--- src/rtl/vga_tile_renderer_if.sv ---
// Scan bus from the VGA sync generator into the pixel-colour stage.
// The generator drives it (master); the renderer consumes it (slave).
interface vga_tile_renderer_if;
    logic [9:0] pixel_x;
    logic [9:0] pixel_y;
    logic       valid_in;
    logic       hsync_in;
    logic       vsync_in;

    modport master (output pixel_x, pixel_y, valid_in, hsync_in, vsync_in);
    modport slave  (input  pixel_x, pixel_y, valid_in, hsync_in, vsync_in);
endinterface

--- src/rtl/vga_tile_renderer.sv ---
// Three-stage pixel pipeline: tile-map background from a sync RAM with one
// rotatable 32x32 colour-keyed sprite composited on top; syncs kept aligned.
module vga_tile_renderer #(
    parameter logic [11:0] BG_COLOR    = 12'h000,
    parameter logic [11:0] TRANSPARENT = 12'hF0F
) (
    input  logic               clk_25m,
    input  logic               rst,
    vga_tile_renderer_if.slave scan,
    input  logic [9:0]         tank_x,
    input  logic [9:0]         tank_y,
    input  logic [1:0]         tank_dir,
    output logic [10:0]        map_addr,
    input  logic [1:0]         map_data,
    output logic [9:0]         sprite_addr,
    input  logic [11:0]        sprite_data,
    output logic [11:0]        rgb,
    output logic               hsync,
    output logic               vsync,
    output logic               frame_start
);

    typedef enum logic [1:0] {
        TILE_EMPTY = 2'd0,
        TILE_BRICK = 2'd1,
        TILE_STEEL = 2'd2,
        TILE_WATER = 2'd3
    } tile_t;

    typedef enum logic [1:0] {
        DIR_UP    = 2'd0,
        DIR_RIGHT = 2'd1,
        DIR_DOWN  = 2'd2,
        DIR_LEFT  = 2'd3
    } dir_t;

    localparam logic [9:0]  OFFSCREEN    = 10'd1023;
    localparam logic [11:0] MORTAR_COLOR = 12'h888;
    localparam logic [11:0] BRICK_COLOR  = 12'hA52;
    localparam logic [11:0] STEEL_EDGE   = 12'h666;
    localparam logic [11:0] STEEL_FACE   = 12'hCCC;
    localparam logic [11:0] WATER_COLOR  = 12'h03F;

    // ------------------------------------------------------------------
    // Frame latch: sprite pose only moves during vertical blanking.
    // ------------------------------------------------------------------
    logic [9:0] tx_q;
    logic [9:0] ty_q;
    dir_t       dir_q;
    logic       latch_now;

    assign latch_now = (scan.pixel_x == 10'd0) && (scan.pixel_y == 10'd480);

    // NOTE: sequential state uses <= so every register samples pre-edge
    // values; a blocking = would collapse neighbouring stages into one cycle.
    always_ff @(posedge clk_25m) begin
        if (rst) begin
            tx_q        <= OFFSCREEN;
            ty_q        <= OFFSCREEN;
            dir_q       <= DIR_UP;
            frame_start <= 1'b0;
        end else begin
            frame_start <= latch_now;
            if (latch_now) begin
                tx_q  <= tank_x;
                ty_q  <= tank_y;
                dir_q <= dir_t'(tank_dir);
            end
        end
    end

    // ------------------------------------------------------------------
    // Stage 1 decode: tile index, sprite hit test and rotated ROM address.
    // ------------------------------------------------------------------
    logic [5:0]  col;
    logic [5:0]  row;
    logic [10:0] tile_idx;
    logic [10:0] px_w;
    logic [10:0] py_w;
    logic [10:0] tx_w;
    logic [10:0] ty_w;
    logic        in_sprite;
    logic [4:0]  sx;
    logic [4:0]  sy;
    logic [9:0]  spr_addr_d;

    // NOTE: every signal driven from always_comb gets a default first, so
    // no path through the block can leave it unassigned and infer a latch.
    always_comb begin
        col        = scan.pixel_x[9:4];
        row        = scan.pixel_y[9:4];
        tile_idx   = ({5'd0, row} << 5) + ({5'd0, row} << 3) + {5'd0, col};

        px_w       = {1'b0, scan.pixel_x};
        py_w       = {1'b0, scan.pixel_y};
        tx_w       = {1'b0, tx_q};
        ty_w       = {1'b0, ty_q};
        in_sprite  = (px_w >= tx_w) && (px_w < tx_w + 11'd32) &&
                     (py_w >= ty_w) && (py_w < ty_w + 11'd32);

        // Only the low five bits survive, so subtract at that width.
        sx         = scan.pixel_x[4:0] - tx_q[4:0];
        sy         = scan.pixel_y[4:0] - ty_q[4:0];

        spr_addr_d = '0;
        if (in_sprite) begin
            case (dir_q)
                DIR_UP:    spr_addr_d = {sy, sx};
                DIR_RIGHT: spr_addr_d = {~sx, sy};
                DIR_DOWN:  spr_addr_d = {~sy, ~sx};
                DIR_LEFT:  spr_addr_d = {sx, ~sy};
                default:   spr_addr_d = {sy, sx};
            endcase
        end
    end

    logic       valid_s1;
    logic       hsync_s1;
    logic       vsync_s1;
    logic       in_sprite_s1;
    logic [3:0] lx_s1;
    logic [3:0] ly_s1;

    always_ff @(posedge clk_25m) begin
        if (rst) begin
            map_addr     <= '0;
            sprite_addr  <= '0;
            valid_s1     <= 1'b0;
            hsync_s1     <= 1'b1;
            vsync_s1     <= 1'b1;
            in_sprite_s1 <= 1'b0;
            lx_s1        <= '0;
            ly_s1        <= '0;
        end else begin
            map_addr     <= scan.valid_in ? tile_idx : 11'd0;
            sprite_addr  <= spr_addr_d;
            valid_s1     <= scan.valid_in;
            hsync_s1     <= scan.hsync_in;
            vsync_s1     <= scan.vsync_in;
            in_sprite_s1 <= in_sprite;
            lx_s1        <= scan.pixel_x[3:0];
            ly_s1        <= scan.pixel_y[3:0];
        end
    end

    // ------------------------------------------------------------------
    // Stage 2: procedural tile texture from the returned tile type.
    // ------------------------------------------------------------------
    logic [11:0] tile_color;

    always_comb begin
        tile_color = BG_COLOR;
        case (tile_t'(map_data))
            TILE_EMPTY: tile_color = BG_COLOR;
            TILE_BRICK: begin
                // Mortar every 8 rows and every 8 columns (lx == 8 included).
                if ((ly_s1[2:0] == 3'd0) || (lx_s1[2:0] == 3'd0) || (lx_s1 == 4'd8))
                    tile_color = MORTAR_COLOR;
                else
                    tile_color = BRICK_COLOR;
            end
            TILE_STEEL: begin
                if ((lx_s1 == 4'd0) || (lx_s1 == 4'd15) ||
                    (ly_s1 == 4'd0) || (ly_s1 == 4'd15))
                    tile_color = STEEL_EDGE;
                else
                    tile_color = STEEL_FACE;
            end
            TILE_WATER: tile_color = WATER_COLOR;
            default:    tile_color = BG_COLOR;
        endcase
    end

    logic [11:0] tile_s2;
    logic [11:0] sprite_s2;
    logic        valid_s2;
    logic        hsync_s2;
    logic        vsync_s2;
    logic        in_sprite_s2;

    always_ff @(posedge clk_25m) begin
        if (rst) begin
            tile_s2      <= '0;
            sprite_s2    <= '0;
            valid_s2     <= 1'b0;
            hsync_s2     <= 1'b1;
            vsync_s2     <= 1'b1;
            in_sprite_s2 <= 1'b0;
        end else begin
            tile_s2      <= tile_color;
            sprite_s2    <= sprite_data;
            valid_s2     <= valid_s1;
            hsync_s2     <= hsync_s1;
            vsync_s2     <= vsync_s1;
            in_sprite_s2 <= in_sprite_s1;
        end
    end

    // ------------------------------------------------------------------
    // Stage 3: composite, blank outside the active area.
    // ------------------------------------------------------------------
    always_ff @(posedge clk_25m) begin
        if (rst) begin
            rgb   <= '0;
            hsync <= 1'b1;
            vsync <= 1'b1;
        end else begin
            if (!valid_s2)
                rgb <= '0;
            else if (in_sprite_s2 && (sprite_s2 != TRANSPARENT))
                rgb <= sprite_s2;
            else
                rgb <= tile_s2;
            hsync <= hsync_s2;
            vsync <= vsync_s2;
        end
    end

endmodule

--- src/flat_wrapper.sv ---
// flat-port wrapper written by rule: the top's interface ports become plain ports
module vga_tile_renderer_flat 
#(
    parameter logic [11:0] BG_COLOR    = 12'h000,
    parameter logic [11:0] TRANSPARENT = 12'hF0F
)
  (clk_25m, rst, tank_x, tank_y, tank_dir, map_addr, map_data, sprite_addr, sprite_data, rgb, hsync, vsync, frame_start, scan_pixel_x, scan_pixel_y, scan_valid_in, scan_hsync_in, scan_vsync_in);
  vga_tile_renderer_if scan_i ();
  input  logic clk_25m;
  input  logic rst;
  input  logic [9:0] tank_x;
  input  logic [9:0] tank_y;
  input  logic [1:0] tank_dir;
  output logic [10:0] map_addr;
  input  logic [1:0] map_data;
  output logic [9:0] sprite_addr;
  input  logic [11:0] sprite_data;
  output logic [11:0] rgb;
  output logic hsync;
  output logic vsync;
  output logic frame_start;
  input wire logic [$bits(scan_i.pixel_x)-1:0] scan_pixel_x;
  input wire logic [$bits(scan_i.pixel_y)-1:0] scan_pixel_y;
  input wire logic [$bits(scan_i.valid_in)-1:0] scan_valid_in;
  input wire logic [$bits(scan_i.hsync_in)-1:0] scan_hsync_in;
  input wire logic [$bits(scan_i.vsync_in)-1:0] scan_vsync_in;
  assign scan_i.pixel_x = scan_pixel_x;
  assign scan_i.pixel_y = scan_pixel_y;
  assign scan_i.valid_in = scan_valid_in;
  assign scan_i.hsync_in = scan_hsync_in;
  assign scan_i.vsync_in = scan_vsync_in;
  vga_tile_renderer #(.BG_COLOR(BG_COLOR), .TRANSPARENT(TRANSPARENT)) u_core (.clk_25m(clk_25m), .rst(rst), .scan(scan_i), .tank_x(tank_x), .tank_y(tank_y), .tank_dir(tank_dir), .map_addr(map_addr), .map_data(map_data), .sprite_addr(sprite_addr), .sprite_data(sprite_data), .rgb(rgb), .hsync(hsync), .vsync(vsync), .frame_start(frame_start));
endmodule
--- config.mk ---
export PLATFORM = sky130hd
export DESIGN_NAME = vga_tile_renderer_flat
export DESIGN_NICKNAME = d
export VERILOG_FILES = /design/src/rtl/vga_tile_renderer_if.sv /design/src/rtl/vga_tile_renderer.sv /design/src/flat_wrapper.sv
export SDC_FILE = /design/constraint.sdc
export NUM_CORES = 1
export LEC_CHECK = 0
export CELL_PAD_IN_SITES_DETAIL_PLACEMENT = 1
export CELL_PAD_IN_SITES_GLOBAL_PLACEMENT = 2
export CORE_MARGIN = 4
export CORE_UTILIZATION = 39
export DETAILED_ROUTE_END_ITERATION = 16
export DONT_BUFFER_PORTS = 1
export GPL_ROUTABILITY_DRIVEN = 0
export GPL_TIMING_DRIVEN = 1
export MAX_ROUTING_LAYER = met4
export PLACE_DENSITY_LB_ADDON = 0.1
export SETUP_SLACK_MARGIN = 0.02
export SYNTH_ARGS = -nofsm -noshare
export SYNTH_HDL_FRONTEND = slang
export SYNTH_SLANG_ARGS = --single-unit
--- constraint.sdc ---
create_clock -name clk_25m -period 2.8 [get_ports clk_25m]
set_input_delay 0.56 -clock clk_25m [delete_from_list [all_inputs] [get_ports clk_25m]]
set_output_delay 0.56 -clock clk_25m [all_outputs]
set_load 0.02 [all_outputs]
# After elaboration in Yosys (flattened, before gate mapping)
# Index checks and enable logic that the tools add are counted.
# Widths: inputs -> output; s select.
# classes
n_eq_ne	11
n_bitwise	5
order_cmp	4
n_mux	5
reduce_logical	20
n_addsub	6
# op_table
operator	n
$pmux 12 s4	1
$pmux 10 s4	1
$mux 12	2
$add 10x6->11 const B	2
$lt 10x11->1	2
$ge 10x10->1	2
$eq 4x4->1 const B	3
$ne 12x12->1 const B	1
$add 11x6->11	1
$add 11x9->11	1
$eq 10x9->1 const B	1
$logic_not 10->1	1
$mux 10	1
$not 5->5	2
$sub 5x5->5	2
$eq 2x2->1 const B	4
$logic_not 4->1	2
$logic_not 3->1	2
$reduce_or 2->1	3
$logic_and 1x1->1	5
$logic_or 1x1->1	5
$eq 2x1->1 const B	2
$logic_not 2->1	2
$not 1->1	3
# totals
elab_cells	72
out_inout_bits	36
register_bits	98
in_bits	61

# Depth between registers and ports, before layout
# Gate-level depths: netlist of run 1.
# depth
word_depth	7
mapped_depth	10
ltp_nobuf	9

# Least setup slack after synthesis of run 1
# OpenSTA, ideal clock, no wires.
# synth_timing
path_kind	input -> register
start	input port scan_pixel_y[4]
end	register u_core.map_addr[10]
arrival_time_ns	2.319
stages	8
path_slack_ns	0.362
path_cell_list	fa_1 fa_1 a21o_1 a21oi_1 o21bai_1 a21oi_1 xor2_1 nor2_1
# synth_between
elab_chain_cells	2
# synth_lines
item	line	source
from (decl)	flat_wrapper.sv:23	input wire logic [$bits(scan_i.pixel_y)-1:0] scan_pixel_y;
$add 11x9->11	vga_tile_renderer.sv:92	tile_idx = ({5'd0, row} << 5) + ({5'd0, row} << 3) + {5'd0, col};
$add 11x6->11	vga_tile_renderer.sv:92	
to (signal assigned)	vga_tile_renderer.sv:135	map_addr <= scan.valid_in ? tile_idx : 11'd0;
to (decl)	vga_tile_renderer.sv:13	output logic [10:0] map_addr,
# Every way passes these cells.
# A chain may end at the register's enable or synchronous reset.

# Worst setup path after layout of run 1
# layout_timing
start	register u_core.tx_q[5]
end	register u_core.sprite_addr[0]
# layout_between
elab_chain_cells	7
# layout_lines
item	line	source
from (decl)	vga_tile_renderer.sv:47	logic [9:0] tx_q;
from (signal assigned)	vga_tile_renderer.sv:65	tx_q <= tank_x;
$add 10x6->11	vga_tile_renderer.sv:98	in_sprite = (px_w >= tx_w) && (px_w < tx_w + 11'd32) &&
$lt 10x11->1	vga_tile_renderer.sv:98	
$logic_and 1x1->1 (*) (2 in a row)	vga_tile_renderer.sv:98	
$logic_and 1x1->1 (*)	vga_tile_renderer.sv:99	(py_w >= ty_w) && (py_w < ty_w + 11'd32);
$not 1->1 (no source line) (*)	--	
$reduce_or 2->1 (no source line) (*)	--	
to (signal assigned)	vga_tile_renderer.sv:136	sprite_addr <= spr_addr_d;
to (decl)	vga_tile_renderer.sv:15	output logic [9:0] sprite_addr,
# Every way passes the cells marked *; elsewhere a longest branch is shown, timed or not.

==> results.md, run 1 <==
- Total number of vias: 3248
- Initial antenna violation count: 0
- Distinct cell type count after synthesis: 51
- Initial Util: 40.00%
- Diodes inserted: 0
- Most common cell after layout, fill and taps aside: dfxtp_1
- Clock skew: 0.004998 ns
- Share of layout cells above drive strength 1: 8.506%
- WP data required: 3.09 ns
- Async SR Flop Fraction: 0%
- WL/cell: 17.84 um
- RSZ-0062 raised after global routing: false
- Post-CTS Repair Setup Buffers: 0
- Crit Path Category: flip-flop to flip-flop
- CP arrival: 2.77 ns
- Min-delay worst type: primary input to flip-flop
- Rows: 39
- Drt pass-1 iters: 4
- Post-cts resize count: 0
- Fin util: 43.66%
- Crit path max fanout: 9
- Die area: 0.01356 mm^2
- Die height: 116.5 um
- Drc violations: 0
- WL final: 11150 um
- Final hold vios: 0
- Hpwl dp: 8811 um
- Die W: 116.5 um
- CTS tree: built
- Vias per cell: 5.197
- CTS Sinks: 97
- Core Region: 0.01147 mm^2
- CP Launch Type: flip-flop
- Synth Instances: 480
- Global-route wire length before repair: 18380 um
- CTS root buf: clkbuf_16
- Syn. warnings: 0
- Number of max-cap violations: 0
- Pin count of the biggest net entering global routing: 63
- Top Ports: 97
- Clock buffer depth: 2
- EDFF count, synth: 0
- Count of final setup violators: 0
- Synth Flop Type: dfxtp_1
- Detail Route Antenna Nets: 0
- Pwr/cell area: 574.0 mW/mm^2
- Worst-path clk slew: 0.07 ns
- Mapped Area: 0.004587 mm^2
- Total global-route track usage: 18.24%
- Initial DRC Count: 143
- Net Count, Synth: 588
- Most used cells in the layout excluding fill and tap cells: 97 x dfxtp_1, 48 x nor2_1, 43 x ha_1
- TNS Setup: 0 ns
- Hold-fix buffers, CTS: 0
- P&R area growth vs syn: 9.138%
- Vias in the first global route: 3453
- Mapped Avg Cell Area: 9.556 um^2
- CTS buffer count: 9
- Final Cycle Share: 88.76%
- Outcome: finished, final reports clean
- Worst slew pin tran: 0.5573 ns
- Input/output buffers: 0
- CP endpoint kind: flip-flop
- Seq cells post-synth: 97
- Min Tclk post-route: 2.485 ns
- # H-tree levels: 3
- Worst-Skew Late Latency: 0.35 ns
- Peak supply drop: 0.3930 mV
- Final count of pins violating max slew: 0
- Register area share after synthesis: 42.33%
- Fmax: 402.4 MHz
- LEAKAGE: 2.217 nW
- Gr ovfl total: 0
- Slew HR: 62.79%
- # nets final: 585
## per-stage QoR
| step | std cells | worst slack [ns] | instance area, um^2 | total power, W | hold slack, ns |
|---|---|---|---|---|---|
| 6_report | 625 | 0.3147 | 5006 | 0.002874 | 0.2727 |
| 5_1_grt | 625 | 0.1162 | 5006 | 0.003024 | 0.2562 |
| 4_1_cts | 625 | 0.3070 | 5006 | 0.002924 | 0.2561 |
| 3_5_place_dp | 609 | 0.2385 | 4718 | 0.001717 | 0.3980 |
| 3_3_place_gp | 609 | 0.2477 | 4718 | 0.001712 | 0.3947 |
| 2_1_floorplan | 480 | 0.3616 | 4587 | 0.001672 | 0.3895 |
## routing by layer
layer | vias to the layer above | share of wire, % | GRT usage, %
met1 | 1543 | 45 | 22.12
met2 | 52 | 49 | 30.02
met4 | 0 | 1.7 | 6.729
met5 | - | 0 | -
li1 | 1639 | - | -
met3 | 14 | 4.0 | 3.627
## flip-flops by register name, indices dropped and copies added (netlist names), 2 cells and up
| name | flops |
|---|---|
| u_core.tile_s2 | 11 |
| u_core.sprite_s2 | 12 |
| u_core.lx_s1 | 4 |
| u_core.map_addr | 11 |
| u_core.ly_s1 | 4 |
| u_core.tx_q | 10 |
| u_core.sprite_addr | 10 |
| u_core.dir_q | 2 |
| u_core.ty_q | 10 |
| u_core.rgb | 12 |
## synth_stat cells, drive strengths merged, types with 2 or more instances
cell     count  share of area (%)
a31oi        2               0.27
nor2        57                5.2
buf          6               0.85
o21bai       4               0.65
nor3b        2               0.33
ha          43                 12
nand2       18                1.5
a211oi       3               0.49
o21a         5               0.82
a2111oi      3                1.1
nand2b       5               0.68
nand4        6               0.82
a211o       20                3.8
or2          7               0.95
xnor2       14                2.7
nor4         4               0.55
o21ai       15                1.6
xor2         8                1.5
nor3         5               0.65
and2         7               0.95
o31a         3               0.57
inv         34                2.8
nor2b       26                3.5
nand3        8               0.87
o31ai        3               0.49
dfxtp       97                 42
fa           4                1.7
clkbuf      12               0.98
a21oi       24                2.6
mux2i       14                3.1
a21o         7                1.1
a21boi       2               0.33
## critical path, stage by stage, from the launching register on
cell	delay, ns
dfxtp_1	0.37
inv_1	0.09
nor3_1	0.41
xnor2_1	0.17
ha_1	0.26
nand3_1	0.08
a32oi_1	0.08
a2111oi_2	0.33
nand4_1	0.25
buf_4	0.26
nor2_2	0.11
## cell type report
type / count / area [um^2]
Clock buffer: 10 / 229.0
Clock inverter: 6 / 58.81
Inverter: 34 / 127.6
Multi-Input combinational cell: 331 / 2440
Sequential cell: 97 / 1942
Tap cell: 143 / 178.9
Fill cell: 1289 / 6461
Timing Repair Buffer: 4 / 30.03
## kinds of logic (layout without fill, tap and decap cells)
group	Yosys count	count (layout)	share of synthesized area [%]
buf+inv	52	54	4.610
flops	97	97	42.33
simple gates	151	151	17.02
mux	14	14	3.055
compound gates	97	97	15.30
xor+xnor	22	22	4.201
fa+ha+maj	47	47	13.48
## report_power, final
group	internal, W	switching (W)	leakage (nW)
logic	0.000106	0.000117	1.29
registers	0.00142	0.0000350	0.794
clock network	0.000623	0.000571	0.137
## worst paths after layout
| kind | start | end | slack (ns) | depth (start not counted) |
|---|---|---|---|---|
| worst max-delay path | u_core.tx_q[5] | u_core.sprite_addr[0] | 0.31 | 10 |
| worst min register to register | u_core.hsync_s1 | u_core.hsync_s2 | 0.41 | 1 |
| worst max register to register | u_core.tx_q[5] | u_core.sprite_addr[0] | 0.31 | 10 |
| worst min-delay path | map_data[0] | u_core.tile_s2[10] | 0.27 | 1 |
(Power assumes the default switching activity.)
==> run 2: changes to the inputs <==
--- a/config.mk
+++ b/config.mk
@@ -5,10 +5,11 @@
 export SDC_FILE = /design/constraint.sdc
 export NUM_CORES = 1
 export LEC_CHECK = 0
+export ABC_AREA = 0
 export CELL_PAD_IN_SITES_DETAIL_PLACEMENT = 1
 export CELL_PAD_IN_SITES_GLOBAL_PLACEMENT = 2
 export CORE_MARGIN = 4
-export CORE_UTILIZATION = 39
+export CORE_UTILIZATION = 42
 export DETAILED_ROUTE_END_ITERATION = 16
 export DONT_BUFFER_PORTS = 1
 export GPL_ROUTABILITY_DRIVEN = 0
==> constraint.sdc (replaced) <==
create_clock -name clk_25m -period 3.2 [get_ports clk_25m]
set_input_delay 0.64 -clock clk_25m [delete_from_list [all_inputs] [get_ports clk_25m]]
set_output_delay 0.64 -clock clk_25m [all_outputs]
set_load 0.02 [all_outputs]
==> run 2 against run 1 <==
Combinational power fell by 13%; core utilization up 3.2 points; global-route usage fell by 0.083 points; die area shrank 6.7%; critical path depth unchanged; hold slack gained 0.051 ns; via count increased by 0.12%; total power decreased by 21%; cell count is 1.3% lower; critical path type unchanged; largest power group unchanged; highest routed layer unchanged.
==> results.md, run 2 (synthesis gave the netlist of run 1 again) <==
- Global-route wire length before repair: 17670 um
- Initial DRC Count: 127
- Drc violations: 0
- RSZ-0062 raised after global routing: false
- Top Ports: 97
- CTS buffer count: 9
- CP endpoint kind: flip-flop
- # H-tree levels: 3
- Final hold vios: 0
- Initial Util: 43.84%
- Sw Share: 24.82%
- FF-to-FF End: u_core.sprite_addr[2]
- Crit Path Category: flip-flop to flip-flop
- WL final: 10830 um
- DP Worst Slack: 0.5008 ns
- Worst-path clk slew: 0.09 ns
- LEAKAGE: 2.173 nW
- Peak supply drop: 0.2592 mV
- Pwr/cell area: 461.5 mW/mm^2
- Total number of vias: 3252
- Clock buffer depth: 2
- Part of the power in the clock network: 35.1%
- Min Tclk post-route: 2.483 ns
- TNS Setup: 0 ns
- Beginning of the worst hold path: map_data[0]
- Worst hold slack: 0.3242 ns
- Reg2reg start: u_core.tx_q[5]
- Number of max-cap violations: 0
- Pin count of the biggest net entering global routing: 63
- Total global-route track usage: 18.15%
- Die area: 0.01266 mm^2
- P&R area growth vs syn: 6.847%
- Post-CTS Repair Setup Buffers: 0
- R2R depth: 10
- Outcome: finished, final reports clean
- CP Launch Type: flip-flop
- Share of layout cells above drive strength 1: 8.316%
- Rows: 37
- Initial antenna violation count: 0
- Worst Hold End: u_core.tile_s2[10]
- Count of final setup violators: 0
- CTS Sinks: 97
- Net Sw Power: 0.0005613 W
- Regs by FF count: u_core.rgb x12, u_core.sprite_s2 x12
- WL/cell: 17.56 um
- Most used cells in the layout excluding fill and tap cells: 97 x dfxtp_1, 48 x nor2_1, 43 x ha_1
- Flop pwr share: 56.3%
- Die W: 112.5 um
- Detail Route Antenna Nets: 0
- Die height: 112.5 um
- Comb pwr share: 8.6%
- Diodes inserted: 0
- Hold-fix buffers, CTS: 0
- Slew HR: 62.55%
- Worst-Skew Late Latency: 0.38 ns
- # nets final: 585
- Drt pass-1 iters: 4
- Gr ovfl total: 0
- Most common cell after layout, fill and taps aside: dfxtp_1
- Filler cells: 1210
- Min-delay worst type: primary input to flip-flop
- Int Power: 0.001701 W
- Final Cycle Share: 77.59%
- Core Region: 0.01046 mm^2
- Post-cts resize count: 0
- R2R setup slack: 0.72 ns
- Worst slew pin tran: 0.5609 ns
- Crit path max fanout: 10
- CTS root buf: clkbuf_8
- Hpwl dp: 8571 um
- Clock skew: 0.008762 ns
- Fmax: 402.7 MHz
- Vias in the first global route: 3405
- CP arrival: 2.78 ns
- Final count of pins violating max slew: 0
- Input/output buffers: 0
- Hold Path Depth: 1
- Final worst slack: 0.7170 ns
- CTS tree: built
- WP data required: 3.49 ns
- Vias per cell: 5.271
[run 2: changes by cell type in the layout (fill, tap and decap cells not counted)]
| cell | before | now |
|---|---|---|
| inv_6 | 4 | 2 |
| clkbuf_8 | 0 | 9 |
| clkbuf_16 | 9 | 0 |
| clkinv_8 | 1 | 0 |
| bufinv_16 | 0 | 1 |
| clkinv_4 | 0 | 1 |
[run 2: layout make-up]
| cell class | instances | area [um^2] | area share [%] |
|---|---|---|---|
| tap | 136 | 170.2 | 3.472 |
| sequential | 97 | 1942 | 39.62 |
| clock inverter | 5 | 63.81 | 1.302 |
| timing repair buffer | 4 | 30.03 | 0.6127 |
| inverter | 34 | 127.6 | 2.604 |
| clock buffer | 10 | 127.6 | 2.604 |
| multi-input combinational | 331 | 2440 | 49.78 |
[run 2: layer usage]
layer	share of wire (%)	GRT usage (%)	routed length, um	vias to the layer above
li1	-	-	-	1636
met1	45	21.61	4844	1556
met2	50	30.23	5370	46
met3	4.0	3.827	438	14
met4	1.7	6.731	182	0
met5	0	-	0	-
[run 2: through the flow]
stage	std cells	util [%]	power [W]	area, um^2
after floorplan	480	-	0.001463	4587
after global placement	602	45.01	0.001497	4710
after detailed placement	602	45.01	0.001501	4710
after CTS	617	46.84	0.002302	4901
after global routing	617	46.84	0.002391	4901
final	617	46.84	0.002262	4901
[run 2: worst max-delay path, stage by stage (launching register included)]
cell and delay, ns:
dfxtp_1 0.38, inv_1 0.09, nor3_1 0.38, xnor2_1 0.18
ha_1 0.26, nand3_1 0.09, a32oi_1 0.09, a2111oi_2 0.33
nand4_1 0.18, buf_4 0.22, nor3b_1 0.20
[run 2: how the worst max path moves through the flow]
stage,from,end,slack [ns]
2_1_floorplan,scan_pixel_y[4],u_core.map_addr[10],0.68
3_3_place_gp,scan_pixel_y[4],u_core.map_addr[10],0.60
3_5_place_dp,scan_pixel_y[4],u_core.map_addr[10],0.50
4_1_cts,u_core.tx_q[5],u_core.sprite_addr[2],0.68
5_1_grt,u_core.ty_q[5],u_core.sprite_addr[2],0.41
6_report,u_core.tx_q[5],u_core.sprite_addr[2],0.72
[run 2: power by group through the flow]
| stage | combinational (W) | clock (W) | sequential, W |
|---|---|---|---|
| after global placement | 0.000193 | 0 | 0.00130 |
| after floorplan | 0.000165 | 0 | 0.00130 |
| after CTS | 0.000199 | 0.000827 | 0.00128 |
| after detailed placement | 0.000197 | 0 | 0.00130 |
| after global routing | 0.000225 | 0.000887 | 0.00128 |
| final | 0.000194 | 0.000794 | 0.00127 |
